### config.mk
export PLATFORM = sky130hd
export DESIGN_NAME = usb_tx_ctrl
export DESIGN_NICKNAME = d
export VERILOG_FILES = /design/src/rtl/usb_pkg.sv /design/src/rtl/usb_tx_bitcnt.sv /design/src/rtl/usb_tx_ctrl.sv
export SDC_FILE = /design/constraint.sdc
export NUM_CORES = 1
export LEC_CHECK = 0
export ABC_AREA = 1
export CAP_MARGIN = 20
export CELL_PAD_IN_SITES_DETAIL_PLACEMENT = 1
export CELL_PAD_IN_SITES_GLOBAL_PLACEMENT = 2
export CORE_AREA = 5 5 72 74
export CTS_CLUSTER_DIAMETER = 80
export DETAILED_ROUTE_END_ITERATION = 10
export DIE_AREA = 0 0 77 79
export DONT_BUFFER_PORTS = 1
export PLACE_DENSITY = 0.94
export SYNTH_ARGS = -nofsm -noshare
export SYNTH_HDL_FRONTEND = slang
export SYNTH_SLANG_ARGS = --single-unit
### constraint.sdc
create_clock -name clk -period 3.2 [get_ports clk]
set_input_delay 0.64 -clock clk [delete_from_list [all_inputs] [get_ports clk]]
set_output_delay 0.64 -clock clk [all_outputs]
set_load 0.03 [all_outputs]
### src/rtl/usb_pkg.sv
// rtl/usb_pkg.sv - shared PID codes, SYNC byte and TX sequencer state type
package usb_pkg;

    localparam logic [3:0] PID_DATA0 = 4'b0011;
    localparam logic [3:0] PID_DATA1 = 4'b1011;
    localparam logic [3:0] PID_ACK   = 4'b0010;
    localparam logic [3:0] PID_NAK   = 4'b1010;
    localparam logic [3:0] PID_STALL = 4'b1110;

    // Sent LSB first, so the line sees 0000_0001
    localparam logic [7:0] SYNC_BYTE = 8'h80;

    // Width of the EOP / idle-J bit-period counter
    localparam int BITCNT_W = 4;

    typedef enum logic [2:0] {
        TX_IDLE,
        TX_SYNC,
        TX_PID,
        TX_DATA,
        TX_EOP,
        TX_IDLE_J,
        TX_DONE
    } tx_state_t;

    function automatic logic is_data_pid(input logic [3:0] pid);
        return (pid == PID_DATA0) || (pid == PID_DATA1);
    endfunction

    function automatic logic is_hs_pid(input logic [3:0] pid);
        return (pid == PID_ACK) || (pid == PID_NAK) || (pid == PID_STALL);
    endfunction

endpackage

### src/rtl/usb_tx_bitcnt.sv
// rtl/usb_tx_bitcnt.sv - bit-period down-counter shared by EOP and idle-J
module usb_tx_bitcnt #(
    parameter int W = 4
) (
    input  logic         clk,
    input  logic         rst,
    input  logic         load,
    input  logic [W-1:0] load_val,
    input  logic         bit_strobe,
    output logic         zero
);

    logic [W-1:0] cnt;

    // Load wins over decrement; decrement saturates at zero
    always_ff @(posedge clk) begin
        if (rst) begin
            cnt <= '0;
        end else if (load) begin
            cnt <= load_val;
        end else if (bit_strobe && (cnt != '0)) begin
            cnt <= cnt - 1'b1;
        end
    end

    assign zero = (cnt == '0);

endmodule

### src/rtl/usb_tx_ctrl.sv
// rtl/usb_tx_ctrl.sv - USB full-speed TX packet sequencer (SYNC, PID, payload, EOP, idle-J)
module usb_tx_ctrl
    import usb_pkg::*;
#(
    parameter int MAX_DATA  = 64,
    parameter int EOP_BITS  = 2,
    parameter int IDLE_BITS = 1,
    localparam int CNT_W    = $clog2(MAX_DATA + 1)
) (
    input  logic             clk,
    input  logic             rst,
    input  logic             tx_start,
    input  logic [3:0]       tx_pid,
    input  logic [CNT_W-1:0] buffer_occupancy,
    input  logic [7:0]       tx_data,
    input  logic             bit_strobe,
    input  logic             byte_complete,
    output logic             enable_timer,
    output logic             load_byte,
    output logic [7:0]       tx_byte,
    output logic             get_tx_data,
    output logic             tx_eop,
    output logic             tx_drive_j,
    output logic             tx_busy,
    output logic             tx_done,
    output logic             tx_error
);

    localparam logic [CNT_W-1:0]    MAX_CNT   = CNT_W'(MAX_DATA);
    // Bit counter holds "strobes remaining minus one" so the zero flag marks the last strobe
    localparam logic [BITCNT_W-1:0] EOP_LOAD  = BITCNT_W'(EOP_BITS - 1);
    localparam logic [BITCNT_W-1:0] IDLE_LOAD = BITCNT_W'(IDLE_BITS - 1);

    tx_state_t           state, state_d;
    logic [3:0]          pid_q;
    logic [CNT_W-1:0]    byte_cnt;
    logic                sync_first;
    logic                err_q, err_d;
    logic                accept;
    logic                bc_load, bc_zero;
    logic [BITCNT_W-1:0] bc_val;

    usb_tx_bitcnt #(.W(BITCNT_W)) u_bitcnt (
        .clk        (clk),
        .rst        (rst),
        .load       (bc_load),
        .load_val   (bc_val),
        .bit_strobe (bit_strobe),
        .zero       (bc_zero)
    );

    // State register
    always_ff @(posedge clk) begin
        if (rst) begin
            state <= TX_IDLE;
        end else begin
            state <= state_d;
        end
    end

    // PID/count latch, payload countdown, SYNC-entry flag and registered error pulse
    always_ff @(posedge clk) begin
        if (rst) begin
            pid_q      <= '0;
            byte_cnt   <= '0;
            sync_first <= 1'b0;
            err_q      <= 1'b0;
        end else begin
            sync_first <= accept;
            err_q      <= err_d;
            if (accept) begin
                pid_q    <= tx_pid;
                byte_cnt <= is_data_pid(tx_pid) ? buffer_occupancy : '0;
            end else if (get_tx_data) begin
                byte_cnt <= byte_cnt - 1'b1;
            end
        end
    end

    // Next state, byte loads/pops on byte_complete, and bit-counter reloads
    always_comb begin
        state_d     = state;
        load_byte   = 1'b0;
        tx_byte     = 8'h00;
        get_tx_data = 1'b0;
        err_d       = 1'b0;
        accept      = 1'b0;
        bc_load     = 1'b0;
        bc_val      = EOP_LOAD;
        case (state)
            TX_IDLE: begin
                if (tx_start) begin
                    if (!is_data_pid(tx_pid) && !is_hs_pid(tx_pid)) begin
                        err_d = 1'b1;
                    end else if (is_data_pid(tx_pid) && (buffer_occupancy > MAX_CNT)) begin
                        err_d = 1'b1;
                    end else begin
                        accept  = 1'b1;
                        state_d = TX_SYNC;
                    end
                end
            end
            TX_SYNC: begin
                if (sync_first) begin
                    load_byte = 1'b1;
                    tx_byte   = SYNC_BYTE;
                end else if (byte_complete) begin
                    load_byte = 1'b1;
                    tx_byte   = {~pid_q, pid_q};
                    state_d   = TX_PID;
                end
            end
            TX_PID: begin
                if (byte_complete) begin
                    if (byte_cnt != '0) begin
                        load_byte   = 1'b1;
                        get_tx_data = 1'b1;
                        tx_byte     = tx_data;
                        state_d     = TX_DATA;
                    end else begin
                        bc_load = 1'b1;
                        state_d = TX_EOP;
                    end
                end
            end
            TX_DATA: begin
                if (byte_complete) begin
                    if (byte_cnt == '0) begin
                        bc_load = 1'b1;
                        state_d = TX_EOP;
                    end else if (buffer_occupancy == '0) begin
                        // FIFO underrun: abort the payload but still close the packet
                        err_d   = 1'b1;
                        bc_load = 1'b1;
                        state_d = TX_EOP;
                    end else begin
                        load_byte   = 1'b1;
                        get_tx_data = 1'b1;
                        tx_byte     = tx_data;
                    end
                end
            end
            TX_EOP: begin
                if (bit_strobe && bc_zero) begin
                    bc_load = 1'b1;
                    bc_val  = IDLE_LOAD;
                    state_d = TX_IDLE_J;
                end
            end
            TX_IDLE_J: begin
                if (bit_strobe && bc_zero) begin
                    state_d = TX_DONE;
                end
            end
            TX_DONE: begin
                state_d = TX_IDLE;
            end
            default: begin
                state_d = TX_IDLE;
            end
        endcase
    end

    assign enable_timer = (state == TX_SYNC) || (state == TX_PID) || (state == TX_DATA) ||
                          (state == TX_EOP)  || (state == TX_IDLE_J);
    assign tx_busy      = (state != TX_IDLE) && (state != TX_DONE);
    assign tx_eop       = (state == TX_EOP);
    assign tx_drive_j   = (state == TX_IDLE_J);
    assign tx_done      = (state == TX_DONE);
    assign tx_error     = err_q;

endmodule

==> results.ini, run 1 <==
[critical_path]
path_max_fanout = 5
critPathArrivalTime_ns = 2.10
start_kind = flop
r2r_start = byte_cnt[0]$_SDFFE_PP0P_
cp.required_ns = 2.56
r2r_setup_slack_ns = 1.55
r2r-end = u_bitcnt.cnt[3]$_SDFFE_PP0P_
endpoint_kind = primary output
ff2ff_path_depth = 10
worstSetupPathType = reg2out

[logic_synthesis]
synth_fa_ha_area_frac = 0.0329
syn_area_per_cell_um2 = 6.26
yosysUniqueCellTypes = 28
synth_edf_count = 0
synth_compound_area_frac = 0.114
synth_area_leaders = dfxtp_1 (26%), nand2_1 (14%), inv_1 (9.1%)
synth_mux_area_frac = 0
synth_area_um2 = 1520
ys_seq_area_frac = 0.263
synth_xor_area_frac = 0.0403
synth_common_cells = nand2_1 (55), inv_1 (37), nor2_1 (29)
synth_top_area_share = 0.263
synthCells = 243
synth.most_common_cell = nand2_1
yosys.area.top_type = dfxtp_1
async_flop_share = 0
synth-seq-cells = 20
ys.flop_type = dfxtp_1
ys_warn_count = 0
synth_top_family_by_area = simple AND/OR/NAND/NOR gates
synth_fp_nets = 271
synth-simple-area-share = 0.423

[route]
dr.pass1.iters = 4
vias = 1501
first_iter_violations = 42
drc = 0
vias_per_cell = 5.04
routed_wl_um = 4190
ant_nets = 0
wl_per_cell_um = 14.1

[timing]
fin_crit_ns = 2.74
period_share = 0.856
hold_viol = 0
slew_headroom = 0.364
max_freq_mhz = 365
rsz0062_at_grt = false
skew_ns = 0.00557
finalSetupViolCount = 0
drv_slew = 0
post-route-worst-setup-slack_ns = 0.460
worstMarginPinSlew_ns = 0.944
setup-tns-final_ns = 0

[grt]
track_usage = 0.143
antenna_found_initial = 0
grt_max_degree = 19
grt_remaining_overflow = 0
grt_pass1_wl_um = 7110
first_global_vias = 1569

[placement]
place_ws_ns = 0.676
numPortBuffers = 0
gp_congestion = 0.798
placed_area_um2 = 1560
dp_hpwl_um = 3430
dp_cells = 294

[clock_tree]
clkTransAtPathRegs_ns = 0.08
htree_levels = 1
cts.sinks = 20
clkLatencyLatePin_ns = 0.26
root_buffer = clkbuf_8
post_cts_resized = 0
cts_tree = done
cts_buffers = 3
ctsLongestPathBuffers = 2
post-cts-setup-buffer-count = 0
ctsHoldBuffers = 0

[power]
p_switching_mw = 0.599
p_comb_frac = 0.521
power_frac_clock = 0.201
p_int_mw = 0.679
p_total_mw = 1.28
p_leak_nw = 0.735
peakVddDrop_mv = 0.214
power.density_nw_per_um2 = 782
switching_share = 0.469
seqPwrFrac = 0.278

[floorplanning]
placementRows = 25
die_y_um = 79
start_util = 0.335
die_width_um = 77
core_um2 = 4540
die_area_um2 = 6080
io_pins = 40

[layout]
stdcell_area_um2 = 1640
antenna_cells = 0
num-fill-cells = 598
stdcell_count = 298
layout-drive-gt1-share = 0.0943
nets = 273
area_growth_pct = 7.57

[outcome]
status = complete, no violations

[worst_hold_path]
hold_path_end = state[1]$_SDFFE_PP0P_
min_path_cells = 1
hold_class = in2reg
min_from = rst

[run]
cap_violations = 0

==> worst max-delay path, stage by stage (launching register included) <==
cell and delay [ns]:
dfxtp_1 0.33, inv_1 0.10, ha_1 0.21, inv_1 0.05, nor2_1 0.03, nand3_1 0.09, inv_1 0.04, nor2_1 0.14
nand3_2 0.15, inv_1 0.26, nand2_1 0.08, o21ai_0 0.36
==> worst max path at each step <==
stage | from | slack (ns) | endpoint
6_report | byte_cnt[0]$_SDFFE_PP0P_ | 0.46 | tx_byte[7]
5_1_grt | byte_cnt[0]$_SDFFE_PP0P_ | 0.21 | tx_byte[7]
4_1_cts | byte_cnt[0]$_SDFFE_PP0P_ | 0.43 | tx_byte[7]
3_5_place_dp | buffer_occupancy[2] | 0.68 | tx_byte[7]
3_3_place_gp | buffer_occupancy[0] | 0.73 | tx_byte[7]
2_1_floorplan | byte_cnt[0]$_SDFFE_PP0P_ | 0.88 | tx_byte[7]
==> routing by layer <==
layer	track usage	part of all wire	vias up
met1	0.154	0.42	689
li1	-	-	783
met5	0	0	-
met4	0.0412	0.013	0
met2	0.278	0.52	24
met3	0.0283	0.037	5
==> state kept, by name, indices dropped and copies added, names as in the netlist <==
name,count
sync_first,1
byte_cnt,7
pid_q,4
u_bitcnt.cnt,4
tx_error,1
state,3
==> final cells by class <==
type | count | area [µm²] | area share
Inverter | 43 | 161 | 0.0987
Clock inverter | 1 | 30.0 | 0.0184
Timing Repair Buffer | 1 | 7.51 | 0.00459
Multi-Input combinational cell | 176 | 927 | 0.567
Tap cell | 54 | 67.6 | 0.0413
Sequential cell | 20 | 400 | 0.245
Clock buffer | 3 | 41.3 | 0.0252
==> layout by cell type (no fill, tap or decap), drive strengths merged <==
cell type	instances
nand2	60
inv	43
nor2	31
nand3	26
dfxtp	20
a21oi	19
o21ai	11
nand4	9
nor3	6
xor2	5
ha	4
clkbuf	3
xnor2	2
o211ai	1
a31oi	1
o2111ai	1
bufinv	1
buf	1
==> cells by family after synthesis <==
family                     Yosys count
AOI/OAI and AO/OA                   33
adders and majority gates            4
buffers and inverters               47
xor gates and xnor gates             7
DFF                                 20
and+or+nand+nor                    132
==> per-stage QoR <==
step                      hold slack [ns]  utilization
after global placement              0.455        0.345
after floorplan                     0.445            -
after global routing                0.416        0.361
final                               0.430        0.361
after CTS                           0.423        0.361
after detailed placement            0.465        0.345
==> power groups by stage <==
stage | sequential, mW | combinational (mW) | clock (mW)
finish | 0.355 | 0.666 | 0.257
detailed placement | 0.362 | 0.672 | 0
global placement | 0.360 | 0.657 | 0
floorplan | 0.344 | 0.572 | 0
global route | 0.364 | 0.760 | 0.276
CTS | 0.356 | 0.677 | 0.267
(Power assumes the default switching activity.)
==> run 2, diff against run 1 <==
PLACE_DENSITY = unset   (was 0.94)
PLACE_DENSITY_LB_ADDON = 0.05   (was unset)
==> run 2 against run 1 <==
- clock skew shrank 0.0010 ns
- critical path depth is the same
- flip-flop and latch count is the same
- register-to-register slack gained 0.02 ns
- utilization is the same
- cell area is the same
- combinational power grew 0.9%
- critical endpoint unchanged
- largest cell class unchanged
- highest routed layer unchanged
==> results.ini, run 2 (synthesized netlist as in run 1, its figures left out) <==
[worst_hold_path]
hold_path_end = byte_cnt[3]$_SDFFE_PP0P_
min_from = rst
min_path_cells = 1  ; unchanged
hold_class = in2reg

[timing]
rsz0062_at_grt = false
period_share = 0.864  ; +0.00782
slew_headroom = 0.375  ; +0.0108
max_freq_mhz = 362  ; -0.91%
finalSetupViolCount = 0  ; unchanged
hold_viol = 0  ; unchanged
setup-tns-final_ns = 0  ; unchanged
worstMarginPinSlew_ns = 0.928  ; -0.0161 ns
drv_slew = 0  ; unchanged
fin_crit_ns = 2.76  ; +0.0250 ns
skew_ns = 0.00456  ; -0.00101 ns

[critical_path]
r2r_setup_slack_ns = 1.57  ; +0.02 ns
start_kind = flop
r2r_start = byte_cnt[0]$_SDFFE_PP0P_
endpoint_kind = primary output
cp.required_ns = 2.56  ; about the same
path_max_fanout = 5  ; unchanged
critPathArrivalTime_ns = 2.12  ; +0.02 ns
path_cells = inv_1 > ha_1 > inv_1 > nor2_1 > nand3_1 > inv_1 > nor2_1 > nand3_2 > inv_1 > nand2_1 > o21ai_0
cpMostUsedCell = inv_1
worstSetupPathType = reg2out
ff2ff_path_depth = 12  ; +2
slowest_stage = o21ai_0
cp_slowest_stage_delay_ns = 0.36  ; about the same
r2r-end = byte_cnt[5]$_SDFFE_PP0P_

[floorplanning]
core_um2 = 4540  ; unchanged
die_area_um2 = 6080  ; unchanged
die_width_um = 77  ; unchanged
start_util = 0.335  ; unchanged
io_pins = 40  ; unchanged
placementRows = 25  ; unchanged
die_y_um = 79  ; unchanged

[layout]
layout-drive-gt1-share = 0.0943  ; unchanged
top_regs = byte_cnt (7), pid_q (4), u_bitcnt.cnt (4)
layout_common_cells = nand2_1 (55), inv_1 (37), nor2_1 (29)
largest_reg_flops = 7  ; unchanged
stdcell_count = 298  ; unchanged
nets = 273  ; unchanged
area_growth_pct = 7.57  ; unchanged
layout_commonest_cell = nand2_1
num-fill-cells = 623  ; +4.2%
regMostFlops = byte_cnt
antenna_cells = 0  ; unchanged

[grt]
track_usage = 0.149  ; +0.00619
grt_pass1_wl_um = 7390  ; +3.9%
antenna_found_initial = 0  ; unchanged
grt_remaining_overflow = 0  ; unchanged
first_global_vias = 1583  ; +0.89%
grt_max_degree = 19  ; unchanged

[power]
p_total_mw = 1.29  ; +1.3%
peakVddDrop_mv = 0.178  ; -17%
p_leak_nw = 0.735  ; unchanged
power.density_nw_per_um2 = 791  ; +1.3%

[route]
vias = 1482  ; -1.3%
ant_nets = 0  ; unchanged
first_iter_violations = 36  ; -14%
wl_per_cell_um = 14.5  ; +2.8%
dr.pass1.iters = 4  ; unchanged
drc = 0  ; unchanged
vias_per_cell = 4.97  ; -1.3%
routed_wl_um = 4310  ; +2.8%

[clock_tree]
ctsLongestPathBuffers = 2  ; unchanged
ctsHoldBuffers = 0  ; unchanged
cts_buffers = 3  ; unchanged
clkTransAtPathRegs_ns = 0.08  ; about the same
root_buffer = clkbuf_8
post_cts_resized = 0  ; unchanged
cts_tree = done
htree_levels = 1  ; unchanged
post-cts-setup-buffer-count = 0  ; unchanged
cts.sinks = 20  ; unchanged
clkLatencyLatePin_ns = 0.27  ; about the same

[outcome]
status = complete, no violations

[placement]
dp_cells = 294  ; unchanged
gp_congestion = 0.866  ; +8.5%
numPortBuffers = 0  ; unchanged
dp_hpwl_um = 3580  ; +4.2%

[run]
cap_violations = 0  ; unchanged

run 2: where the power goes:
| group | internal [mW] | switching (mW) |
|---|---|---|
| sequential | 0.302 | 0.0561 |
| clock | 0.167 | 0.0966 |
| combinational | 0.210 | 0.463 |
| total | 0.679 | 0.615 |
run 2: area by class of cell:
| cell class | count | area (µm²) | area share |
|---|---|---|---|
| Clock buffer | 3 | 41.3 | 0.0252 |
| Inverter | 43 | 161 | 0.0987 |
| Tap cell | 54 | 67.6 | 0.0413 |
| Multi-Input combinational cell | 176 | 927 | 0.567 |
| Sequential cell | 20 | 400 | 0.245 |
| Timing Repair Buffer | 1 | 7.51 | 0.00459 |
| Clock inverter | 1 | 30.0 | 0.0184 |
run 2: layer usage:
metal,vias up,wire [µm],track usage
met2,24,2070,0.253
li1,781,-,-
met5,-,0,0
met1,672,1970,0.182
met4,0,57,0.0498
met3,5,202,0.0397
run 2: worst max path at each step:
stage                             start         end  slack [ns]  cells past startpoint
3_3_place_gp        buffer_occupancy[0]  tx_byte[7]        0.70                      8
4_1_cts        byte_cnt[0]$_SDFFE_PP0P_  tx_byte[7]        0.41                     11
3_5_place_dp        buffer_occupancy[1]  tx_byte[7]        0.67                      8
5_1_grt        byte_cnt[0]$_SDFFE_PP0P_  tx_byte[7]        0.23                     11
2_1_floorplan  byte_cnt[0]$_SDFFE_PP0P_  tx_byte[7]        0.88                     11
6_report       byte_cnt[0]$_SDFFE_PP0P_  tx_byte[7]        0.44                     11
run 2: stage by stage:
step | util | hold WS [ns] | cell area [µm²] | setup WS [ns]
global placement | 0.345 | 0.464 | 1560 | 0.701
CTS | 0.361 | 0.411 | 1640 | 0.409
finish | 0.361 | 0.427 | 1640 | 0.435
detailed placement | 0.345 | 0.474 | 1560 | 0.675
floorplan | - | 0.445 | 1520 | 0.883
global route | 0.361 | 0.413 | 1640 | 0.227
run 2: worst max-delay path, delay by kind of cell, from the launching register on:
kind | cells | cell delay (ns)
flops | 1 | 0.33
simple gates | 5 | 0.50
compound gates | 1 | 0.36
fa+ha+maj | 1 | 0.20
buf+inv | 4 | 0.47
